### src/rtl/alu_pkg.sv
// alu_pkg: shared definitions for the sequential ALU.
//   - 4-bit operation codes (OP_AND .. OP_DIVU); codes above OP_DIVU are illegal
//   - FSM state encoding (S_IDLE, S_ITER, S_EXEC)
//   - flag bundle carried from the datapath to the output registers
package alu_pkg;

    localparam logic [3:0] OP_AND  = 4'b0000;
    localparam logic [3:0] OP_OR   = 4'b0001;
    localparam logic [3:0] OP_NOR  = 4'b0010;
    localparam logic [3:0] OP_XOR  = 4'b0011;
    localparam logic [3:0] OP_ADD  = 4'b0100;
    localparam logic [3:0] OP_SUB  = 4'b0101;
    localparam logic [3:0] OP_SLT  = 4'b0110;
    localparam logic [3:0] OP_SLTU = 4'b0111;
    localparam logic [3:0] OP_MULU = 4'b1000;
    localparam logic [3:0] OP_DIVU = 4'b1001;

    typedef enum logic [1:0] {
        S_IDLE = 2'd0,
        S_ITER = 2'd1,
        S_EXEC = 2'd2
    } state_t;

    typedef struct packed {
        logic zero;
        logic negative;
        logic carry;
        logic overflow;
        logic div_zero;
        logic illegal;
    } flags_t;

endpackage

### src/rtl/seq_alu_if.sv
// seq_alu_if: start/done handshake, operands and results of the sequential ALU.
//   master: drives start/op/a/b, observes busy/done/results/flags
//   slave : the ALU side
interface seq_alu_if #(
    parameter int unsigned WIDTH = 16
);
    logic             start;
    logic [3:0]       op;
    logic [WIDTH-1:0] a;
    logic [WIDTH-1:0] b;
    logic             busy;
    logic             done;
    logic [WIDTH-1:0] result;
    logic [WIDTH-1:0] result_hi;
    logic             zero;
    logic             negative;
    logic             carry;
    logic             overflow;
    logic             div_zero;
    logic             illegal;

    modport master (
        output start, op, a, b,
        input  busy, done, result, result_hi,
        input  zero, negative, carry, overflow, div_zero, illegal
    );

    modport slave (
        input  start, op, a, b,
        output busy, done, result, result_hi,
        output zero, negative, carry, overflow, div_zero, illegal
    );
endinterface

### src/rtl/alu_iter_core.sv
// alu_iter_core: shift/accumulate engine for MULU (shift-add, LSB first) and
// DIVU (restoring, MSB first), one bit per step, WIDTH steps per operation.
//   clk, rst : clock, async active-high reset
//   mode     : 0 = multiply, 1 = divide (captured on load)
//   load     : capture a/b and arm the counter at WIDTH-1
//   step     : advance one iteration
//   a, b     : multiplier/dividend, multiplicand/divisor
//   last     : counter is 0, the current step is the final one
//   hi, lo   : register contents after the current step (product hi/lo or
//              remainder/quotient once the final step is taken)
module alu_iter_core #(
    parameter int unsigned WIDTH = 16
) (
    input  logic             clk,
    input  logic             rst,
    input  logic             mode,
    input  logic             load,
    input  logic             step,
    input  logic [WIDTH-1:0] a,
    input  logic [WIDTH-1:0] b,
    output logic             last,
    output logic [WIDTH-1:0] hi,
    output logic [WIDTH-1:0] lo
);
    localparam int unsigned CNT_W = $clog2(WIDTH + 1);

    logic             mode_q;
    logic [WIDTH-1:0] hi_q;
    logic [WIDTH-1:0] lo_q;
    logic [WIDTH-1:0] opnd_q;
    logic [CNT_W-1:0] cnt_q;

    logic [WIDTH:0]   msum;
    logic [WIDTH:0]   dshift;
    logic [WIDTH:0]   ddiff;
    logic [WIDTH-1:0] hi_s;
    logic [WIDTH-1:0] lo_s;

    // One iteration of the selected algorithm, exposed so the caller can
    // capture the final value on the same edge that performs the last step.
    always_comb begin
        hi_s   = hi_q;
        lo_s   = lo_q;
        msum   = {1'b0, hi_q} + (lo_q[0] ? {1'b0, opnd_q} : '0);
        dshift = {hi_q, lo_q[WIDTH-1]};
        // Remainder stays below the divisor, so bit WIDTH of the difference is the borrow.
        ddiff  = dshift - {1'b0, opnd_q};
        if (mode_q) begin
            hi_s = ddiff[WIDTH] ? dshift[WIDTH-1:0] : ddiff[WIDTH-1:0];
            lo_s = {lo_q[WIDTH-2:0], ~ddiff[WIDTH]};
        end else begin
            {hi_s, lo_s} = {msum, lo_q[WIDTH-1:1]};
        end
    end

    // Working registers and iteration counter
    always_ff @(posedge clk or posedge rst) begin
        if (rst) begin
            mode_q <= 1'b0;
            hi_q   <= '0;
            lo_q   <= '0;
            opnd_q <= '0;
            cnt_q  <= '0;
        end else if (load) begin
            mode_q <= mode;
            hi_q   <= '0;
            lo_q   <= a;
            opnd_q <= b;
            cnt_q  <= CNT_W'(WIDTH - 1);
        end else if (step) begin
            hi_q <= hi_s;
            lo_q <= lo_s;
            if (cnt_q != '0) begin
                cnt_q <= cnt_q - CNT_W'(1);
            end
        end
    end

    assign last = (cnt_q == '0);
    assign hi   = hi_s;
    assign lo   = lo_s;

endmodule

### src/rtl/seq_alu.sv
// seq_alu: multi-cycle ALU with start/done handshake and registered flags.
//   clk, rst : clock, async active-high reset
//   bus      : seq_alu_if slave -- start/op/a/b in; busy/done/result/
//              result_hi/zero/negative/carry/overflow/div_zero/illegal out
// Single-cycle ops (and DIVU by zero, illegal ops) finish one cycle after
// start; MULU and DIVU iterate WIDTH cycles in alu_iter_core first.
module seq_alu
    import alu_pkg::*;
#(
    parameter int unsigned WIDTH = 16
) (
    input  logic       clk,
    input  logic       rst,
    seq_alu_if.slave   bus
);
    state_t           state_q, state_d;
    logic             load_c, step_c, cap_c, last_c, iter_op_c;
    logic [WIDTH-1:0] core_hi, core_lo;

    logic [WIDTH:0]   add_sum;
    logic [WIDTH-1:0] b_eff;
    logic             is_sub;
    logic [WIDTH-1:0] sc_res, sc_hi;
    flags_t           sc_flg;

    logic [WIDTH-1:0] res_d, hi_d;
    flags_t           flg_d;
    logic [WIDTH-1:0] res_q, hi_q;
    flags_t           flg_q;
    logic             done_q, busy_q;

    alu_iter_core #(.WIDTH(WIDTH)) u_core (
        .clk  (clk),
        .rst  (rst),
        .mode (bus.op == OP_DIVU),
        .load (load_c),
        .step (step_c),
        .a    (bus.a),
        .b    (bus.b),
        .last (last_c),
        .hi   (core_hi),
        .lo   (core_lo)
    );

    assign iter_op_c = (bus.op == OP_MULU) || ((bus.op == OP_DIVU) && (bus.b != '0));

    // Single-cycle datapath; ADD and SUB share one WIDTH+1 adder
    always_comb begin
        sc_res  = '0;
        sc_hi   = '0;
        sc_flg  = '0;
        is_sub  = (bus.op == OP_SUB);
        b_eff   = is_sub ? ~bus.b : bus.b;
        add_sum = {1'b0, bus.a} + {1'b0, b_eff} + (WIDTH + 1)'(is_sub);
        case (bus.op)
            OP_AND:  sc_res = bus.a & bus.b;
            OP_OR:   sc_res = bus.a | bus.b;
            OP_NOR:  sc_res = ~(bus.a | bus.b);
            OP_XOR:  sc_res = bus.a ^ bus.b;
            OP_ADD, OP_SUB: begin
                sc_res          = add_sum[WIDTH-1:0];
                sc_flg.carry    = add_sum[WIDTH];
                sc_flg.overflow = (bus.a[WIDTH-1] == b_eff[WIDTH-1]) &&
                                  (add_sum[WIDTH-1] != bus.a[WIDTH-1]);
            end
            OP_SLT:  sc_res = WIDTH'($signed(bus.a) < $signed(bus.b));
            OP_SLTU: sc_res = WIDTH'(bus.a < bus.b);
            OP_MULU: sc_res = '0;
            // Only reaches this path with b == 0
            OP_DIVU: begin
                sc_res          = '1;
                sc_hi           = bus.a;
                sc_flg.div_zero = 1'b1;
            end
            default: sc_flg.illegal = 1'b1;
        endcase
        if (!sc_flg.illegal) begin
            sc_flg.zero     = (sc_res == '0);
            sc_flg.negative = sc_res[WIDTH-1];
        end
    end

    // Next-state and capture control
    always_comb begin
        state_d = state_q;
        load_c  = 1'b0;
        step_c  = 1'b0;
        cap_c   = 1'b0;
        res_d   = sc_res;
        hi_d    = sc_hi;
        flg_d   = sc_flg;
        case (state_q)
            S_IDLE: begin
                if (bus.start) begin
                    if (iter_op_c) begin
                        load_c  = 1'b1;
                        state_d = S_ITER;
                    end else begin
                        cap_c   = 1'b1;
                        state_d = S_EXEC;
                    end
                end
            end
            S_ITER: begin
                step_c = 1'b1;
                if (last_c) begin
                    cap_c          = 1'b1;
                    state_d        = S_EXEC;
                    res_d          = core_lo;
                    hi_d           = core_hi;
                    flg_d          = '0;
                    flg_d.zero     = (core_lo == '0);
                    flg_d.negative = core_lo[WIDTH-1];
                end
            end
            S_EXEC:  state_d = S_IDLE;
            default: state_d = S_IDLE;
        endcase
    end

    // State and output registers; results are captured on the edge entering EXEC
    // so done and the new values appear together.
    always_ff @(posedge clk or posedge rst) begin
        if (rst) begin
            state_q <= S_IDLE;
            done_q  <= 1'b0;
            busy_q  <= 1'b0;
            res_q   <= '0;
            hi_q    <= '0;
            flg_q   <= '0;
        end else begin
            state_q <= state_d;
            done_q  <= cap_c;
            busy_q  <= (state_d != S_IDLE);
            if (cap_c) begin
                res_q <= res_d;
                hi_q  <= hi_d;
                flg_q <= flg_d;
            end
        end
    end

    assign bus.busy      = busy_q;
    assign bus.done      = done_q;
    assign bus.result    = res_q;
    assign bus.result_hi = hi_q;
    assign bus.zero      = flg_q.zero;
    assign bus.negative  = flg_q.negative;
    assign bus.carry     = flg_q.carry;
    assign bus.overflow  = flg_q.overflow;
    assign bus.div_zero  = flg_q.div_zero;
    assign bus.illegal   = flg_q.illegal;

endmodule

### src/flat_wrapper.sv
// flat-port wrapper written by rule: the top's interface ports become plain ports
module seq_alu_flat import alu_pkg::*;
#(
    parameter int unsigned WIDTH = 16
)
  (clk, rst, bus_start, bus_op, bus_a, bus_b, bus_busy, bus_done, bus_result, bus_result_hi, bus_zero, bus_negative, bus_carry, bus_overflow, bus_div_zero, bus_illegal);
  seq_alu_if #(.WIDTH(WIDTH)) bus_i ();
  input  logic clk;
  input  logic rst;
  input wire logic [$bits(bus_i.start)-1:0] bus_start;
  input wire logic [$bits(bus_i.op)-1:0] bus_op;
  input wire logic [$bits(bus_i.a)-1:0] bus_a;
  input wire logic [$bits(bus_i.b)-1:0] bus_b;
  output wire logic [$bits(bus_i.busy)-1:0] bus_busy;
  output wire logic [$bits(bus_i.done)-1:0] bus_done;
  output wire logic [$bits(bus_i.result)-1:0] bus_result;
  output wire logic [$bits(bus_i.result_hi)-1:0] bus_result_hi;
  output wire logic [$bits(bus_i.zero)-1:0] bus_zero;
  output wire logic [$bits(bus_i.negative)-1:0] bus_negative;
  output wire logic [$bits(bus_i.carry)-1:0] bus_carry;
  output wire logic [$bits(bus_i.overflow)-1:0] bus_overflow;
  output wire logic [$bits(bus_i.div_zero)-1:0] bus_div_zero;
  output wire logic [$bits(bus_i.illegal)-1:0] bus_illegal;
  assign bus_i.start = bus_start;
  assign bus_i.op = bus_op;
  assign bus_i.a = bus_a;
  assign bus_i.b = bus_b;
  assign bus_busy = bus_i.busy;
  assign bus_done = bus_i.done;
  assign bus_result = bus_i.result;
  assign bus_result_hi = bus_i.result_hi;
  assign bus_zero = bus_i.zero;
  assign bus_negative = bus_i.negative;
  assign bus_carry = bus_i.carry;
  assign bus_overflow = bus_i.overflow;
  assign bus_div_zero = bus_i.div_zero;
  assign bus_illegal = bus_i.illegal;
  seq_alu #(.WIDTH(WIDTH)) u_core (.clk(clk), .rst(rst), .bus(bus_i));
endmodule
### config.mk
export PLATFORM = sky130hd
export DESIGN_NAME = seq_alu_flat
export DESIGN_NICKNAME = d
export VERILOG_FILES = /design/src/rtl/alu_pkg.sv /design/src/rtl/seq_alu_if.sv /design/src/rtl/alu_iter_core.sv /design/src/rtl/seq_alu.sv /design/src/flat_wrapper.sv
export SDC_FILE = /design/constraint.sdc
export NUM_CORES = 1
export LEC_CHECK = 0
export BUFFER_PORTS_ARGS = -buffer_cell sky130_fd_sc_hd__buf_2
export CAP_MARGIN = 20
export CORE_UTILIZATION = 35
export CTS_CLUSTER_DIAMETER = 100
export CTS_CLUSTER_SIZE = 10
export DETAILED_ROUTE_END_ITERATION = 10
export REMOVE_ABC_BUFFERS = 1
export SETUP_SLACK_MARGIN = 0.5
export SYNTH_ARGS = -nofsm -noshare
export SYNTH_HDL_FRONTEND = slang
export SYNTH_SLANG_ARGS = --single-unit
### constraint.sdc
create_clock -name clk -period 8.8 [get_ports clk]
set_clock_uncertainty 0.1 [all_clocks]
set_input_delay 1.32 -clock clk [delete_from_list [all_inputs] [get_ports clk]]
set_output_delay 1.32 -clock clk [all_outputs]
set_load 0.005 [all_outputs]
# After elaboration in Yosys (flattened, before gate mapping)
# Cells that the tools add are included.
[totals]
ff_bits = 96
inputBits = 39
output_inout_bits = 40
wordCells = 93
[classes]
n_addsub = 5
order_cmp = 2
n_eq_ne = 12
n_mux = 36
bitwise_logic = 6
n_reduce_logical = 16
[ops]
columns = ["cell", "n"]
rows = [
  ["16-bit two-way mux", 14],
  ["16-bit case mux with 8 select lines", 1],
  ["16-bit zero test", 2],
  ["16-bit < comparator", 2],
  ["16-bit inverter", 2],
  ["16-bit by 16-bit adder with 17-bit output", 1],
  ["16-bit by 17-bit adder with 17-bit output", 1],
  ["17-bit by 1-bit adder with 17-bit output", 1],
  ["17-bit by 16-bit subtractor with 17-bit output", 1],
  ["16-bit bitwise AND", 1],
  ["4-bit by 3-bit equality test with 1-bit output, second input constant", 4],
  ["16-bit OR", 1],
  ["16-bit nonzero test", 1],
  ["16-bit XOR", 1],
  ["5-bit two-way mux", 3],
  ["6-bit two-way mux", 2],
  ["2-bit two-way mux", 5],
  ["10-bit OR reduction", 1],
  ["1-bit two-way mux", 9],
  ["4-bit by 2-bit equality test with 1-bit output, second input constant", 2],
  ["4-bit equality test, second input constant", 2],
  ["2-bit nonzero test", 3],
  ["5-bit zero test", 1],
  ["5-bit nonzero test", 1],
  ["other kinds (14)", 15],
]

# Logic depth before layout (Yosys ltp)
[logic_depth]
depth_word = 9
mapped_depth = 16
mapped_depth_nobuf = 14

# Cells and area by module
# Synthesis repeated with hierarchy kept, for this count alone.
[hier_totals]
cells_unflattened = 1100
hier_area_um2 = 9293.9
[modules_own_cells]
columns = ["mod", "n_inst", "cells_each", "area_each_um2", "seq_area_each_um2"]
rows = [
  ["alu_iter_core", 1, 559, 4718.3, 1351.3],
  ["seq_alu", 1, 541, 4575.6, 1051.0],
]

# Worst setup path before layout
# Ideal clock, no wire load.
[synth_path]
path_kind = "input-to-reg"
from = "in bus_op[0]"
to = "reg u_core.flg_q, in the netlist u_core.bus.negative"
setup_time_ns = 0.118
arrival_ns = 4.879
required_time_ns = 8.582
slack_ns = 3.703
cell_stages = 16
path_buffers = 4
path_cell_list = "clkbuf_1 -> buf_1 -> buf_1 -> nand2_1 -> clkbuf_1 -> xnor2_1 -> ha_1 -> a311o_1 -> a31oi_1 -> o31a_1 -> o311ai_2 -> o31ai_4 -> xnor2_1 -> a221oi_2 -> o22ai_1 -> a21o_1"
[synth_via]
elab_chain_cells = 8
word_cells_on_any_way = 24
classes_between = "2 x add/sub; 9 x eq/ne; 8 x mux; 5 x reduce/logical"
[synth_lines]
columns = ["element", "line_no", "text"]
rows = [
  ["start: declaration", "flat_wrapper.sv:11", "input wire logic [$bits(bus_i.op)-1:0] bus_op;"],
  ["4-bit by 3-bit equality test with 1-bit output", "seq_alu.sv:52, seq_alu.sv:55", ""],
  ["16-bit two-way mux", "seq_alu.sv:53", "b_eff = is_sub ? ~bus.b : bus.b;"],
  ["16-bit by 16-bit adder with 17-bit output", "seq_alu.sv:54", "add_sum = {1'b0, bus.a} + {1'b0, b_eff} + (WIDTH + 1)'(is_sub);"],
  ["17-bit by 1-bit adder with 17-bit output", "seq_alu.sv:54", ""],
  ["16-bit case mux with 8 select lines", "seq_alu.sv:55", "case (bus.op)"],
  ["2-bit two-way mux", "seq_alu.sv:77", "if (!sc_flg.illegal) begin"],
  ["6-bit two-way mux", "seq_alu.sv:106", "if (last_c) begin"],
  ["6-bit two-way mux", "seq_alu.sv:92", "case (state_q)"],
  ["end signal: assignment", "seq_alu.sv:138", "flg_q <= flg_d;"],
  ["end: declaration", "seq_alu.sv:29", "flags_t flg_q;"],
]
# Parallel ways exist; a longest one is shown, timed or not.
# A chain may end at the register's enable or synchronous reset.

# Worst setup path after layout
[layout_path]
from = "in bus_op[1]"
to = "reg u_core.flg_q, in the netlist u_core.bus.zero"
[layout_via]
elab_chain_cells = 9
word_cells_on_any_way = 25
classes_between = "2 x add/sub; 9 x eq/ne; 8 x mux; 6 x reduce/logical"
[layout_lines]
columns = ["element", "line_no", "text"]
rows = [
  ["4-bit by 3-bit equality test with 1-bit output", "seq_alu.sv:52, seq_alu.sv:55", ""],
  ["16-bit two-way mux", "seq_alu.sv:53", ""],
  ["16-bit by 16-bit adder with 17-bit output", "seq_alu.sv:54", ""],
  ["17-bit by 1-bit adder with 17-bit output", "seq_alu.sv:54", ""],
  ["16-bit case mux with 8 select lines", "seq_alu.sv:55", ""],
  ["16-bit zero test", "seq_alu.sv:78", "sc_flg.zero = (sc_res == '0);"],
  ["2-bit two-way mux", "seq_alu.sv:77", ""],
  ["6-bit two-way mux", "seq_alu.sv:106", ""],
  ["6-bit two-way mux", "seq_alu.sv:92", ""],
]
# Parallel ways exist; a longest one is shown, timed or not.

==> impl_metrics.sql <==
INSERT INTO impl_metrics (metric_group, metric, value, unit) VALUES
('routing', 'via_per_inst', '5.61', ''),
('yosys', 'synth_largest_type_area_fraction', '0.276', ''),
('die', 'die_area', '0.0255', 'mm2'),
('sta', 'timing_worst_slew_pin_value', '0.998', 'ns'),
('clocking', 'tritoncts', 'built', ''),
('clocking', 'cts.htree.levels', '3', ''),
('sta', 'maxClockFrequency', '0.207', 'GHz'),
('sta', 'fin_crit_sh', '0.548', ''),
('sta', 'unrepaired_setup_endpoints_after_global_routing', 'no', ''),
('cells_and_area', 'insertedDiodeCount', '0', ''),
('yosys', 'yosys-top-cells-count', '99 x sky130_fd_sc_hd__ha_1, 96 x sky130_fd_sc_hd__dfrtp_1, 91 x sky130_fd_sc_hd__nand2_1', ''),
('place', 'post-dp-hpwl', '21500', 'um'),
('die', 'die_h', '160', 'um'),
('sta', 'final-setup-viol-count', '0', ''),
('pwr', 'power.leakage', '4.46', 'nW'),
('clocking', 'clock_latency', '0.35', 'ns'),
('place', 'pre_cts_ws', '3.66', 'ns'),
('yosys', 'post_synth_edffs', '0', ''),
('yosys', 'synth-seq-cells', '96', ''),
('setup_path', 'setup.worst_path.start_class', 'input pin', ''),
('pwr', 'p_per_area', '264', 'mW/mm2'),
('grt', 'grt_pass1_wl', '44800', 'um'),
('die', 'number_of_top_level_pins', '79', ''),
('place', 'placement.cell_area', '0.00942', 'mm2'),
('routing', 'drt-total-wl', '28200', 'um'),
('yosys', 'synth_warn', '0', ''),
('setup_path', 'cp_slowest_cell', 'sky130_fd_sc_hd__buf_2', ''),
('yosys', 'post-synth-top-count-cell', 'sky130_fd_sc_hd__ha_1', ''),
('grt', 'maximum_number_of_pins_on_one_net_before_global_route_repair', '78', ''),
('setup_path', 'critical_path_buf_inv_count', '3', ''),
('cells_and_area', 'area_growth_syn_to_layout', '11.6', '%'),
('clocking', 'post-cts-setup-buffer-count', '0', ''),
('yosys', 'post_synth_inst_count', '1051', ''),
('setup_path', 'crit_path_frequent_cell', 'sky130_fd_sc_hd__o31ai_1', ''),
('yosys', 'synth_flop_cell', 'sky130_fd_sc_hd__dfrtp_1', ''),
('setup_path', 'critical_path_arrival', '4.99', 'ns'),
('setup_path', 'crit_fanout', '26', ''),
('pwr', 'vdd.ir_drop.worst', '0.146', 'mV'),
('routing', 'drt_drc_violations_left', '0', ''),
('place', 'numPlacedInstances', '1414', ''),
('clocking', 'worst_setup_hold_path_clk_slew', '0.07', 'ns'),
('cells_and_area', 'finish.net_count', '1242', ''),
('grt', 'grt_pass1_vias', '7781', ''),
('die', 'die_w', '160', 'um'),
('sta', 'post-route-worst-setup-slack', '3.97', 'ns'),
('run', 'max_cap_violations', '0', ''),
('setup_path', 'timing.critical_path.max_delay_family', 'compound AO/OA/AOI/OAI gates', ''),
('outcome', 'run_status', 'completed', ''),
('yosys', 'post_synth_instance_area', '0.00871', 'mm2'),
('routing', 'antenna_violating_nets_post_route', '0', ''),
('yosys', 'post_synth_num_cell_types', '68', ''),
('setup_path', 'cpPeakStageDelay', '0.47', 'ns'),
('setup_path', 'critPathCaptureType', 'flip-flop', ''),
('setup_path', 'critical_setup_path_class', 'in -> reg', ''),
('routing', 'drt_iter0_drc', '740', ''),
('yosys', 'ys_seq_area_frac', '0.276', ''),
('die', 'initial_core_util', '0.357', ''),
('yosys', 'synth.avg_cell_area', '8.29', 'um2'),
('grt', 'grtUsageTotal', '0.224', ''),
('setup_path', 'worst-endpoint-required', '8.96', 'ns'),
('cells_and_area', 'fin_cells', '1429', ''),
('clocking', 'clock_tree.root_cell', 'sky130_fd_sc_hd__clkbuf_16', ''),
('clocking', 'clockBufferDepth', '2', ''),
('die', 'std_cell_rows', '57', ''),
('sta', 'setup_tns', '0', 'ns'),
('yosys', 'synth_async_sr_flop_share', '1.00', ''),
('cells_and_area', 'filler_cell_count_in_the_final_layout', '2514', ''),
('routing', 'route.vias.total', '8023', ''),
('clocking', 'cts-buffers-inserted', '9', ''),
('die', 'core', '0.0244', 'mm2'),
('sta', 'hold_viol', '0', '');
==> power breakdown <==
part	internal (mW)	switching (mW)	leakage [nW]
clock network	0.248	0.171	0.149
logic	0.579	0.839	3.11
registers	0.586	0.145	1.20
total	1.41	1.16	4.46
==> state kept, by name, summed over array words and instances (netlist names) <==
register              cells
u_core.u_core.mode_q      1
u_core.bus.carry          1
u_core.bus.busy           1
u_core.u_core.lo_q       16
u_core.bus.done           1
u_core.state_q            2
u_core.bus.result        16
u_core.bus.overflow       1
u_core.bus.negative       1
u_core.u_core.cnt_q       5
u_core.bus.div_zero       1
u_core.u_core.opnd_q     16
u_core.bus.result_hi     16
u_core.bus.zero           1
u_core.u_core.hi_q       16
u_core.bus.illegal        1
==> through the flow <==
| step | hold WS (ns) | total power, mW |
|---|---|---|
| finish | 0.385 | 2.57 |
| global route | 0.401 | 2.78 |
| CTS | 0.386 | 2.57 |
| detailed placement | 0.375 | 2.13 |
| global placement | 0.354 | 2.12 |
| floorplan | 0.338 | 1.71 |
==> kinds of logic after synthesis <==
kind of cell             synth area share
AND/OR/NAND/NOR                     0.179
AO/OA/AOI/OAI                       0.243
buffers and inverters              0.0536
adder cells (fa/ha/maj)             0.149
flip-flops                          0.276
XOR/XNOR                           0.0553
multiplexers                       0.0440
==> placed cells by master, fill, tap and decap left out, drive strengths merged, types with 15 or more instances in the layout <==
cell type  count
ha            99
dfrtp         96
nand2         91
buf           89
o21ai         76
nor2          75
inv           73
a21oi         63
xnor2         41
nor3          38
mux2i         30
a211oi        27
nand3         27
and2          21
a22oi         17
nand2b        16
nor2b         15
o21a          15
==> cell type report <==
type	count	area (um2)	area share
clock inverters	5	81.3	0.00836
repair buffers	89	473	0.0486
flip-flops and latches	96	2400	0.247
well taps	324	405	0.0417
clock buffers	10	229	0.0235
multi-input cells	832	5860	0.602
inverters	73	277	0.0284
==> layer usage <==
layer / up-vias / global-route usage / routed length, um
met3: 39 / 0.0335 / 1510
met5: - / 0 / 0
met2: 256 / 0.349 / 12500
met4: 0 / 0.0699 / 813
met1: 3840 / 0.317 / 13400
li1: 3888 / - / -
==> path summary, 6_finish.rpt <==
check | from | to | slack [ns] | cells past startpoint
max | bus_op[1] | u_core.bus.zero | 3.97 | 16
min | u_core.state_q[1] | u_core.bus.busy | 0.38 | 1
max reg2reg | u_core.u_core.lo_q[15] | u_core.u_core.hi_q[10] | 4.88 | 13
max in group asynchronous | rst | u_core.u_core.mode_q | 6.50 | 3
min in group asynchronous | rst | u_core.u_core.cnt_q[3] | 0.80 | 2
min reg2reg | u_core.state_q[1] | u_core.bus.busy | 0.38 | 1
(Power assumes the default switching activity.)
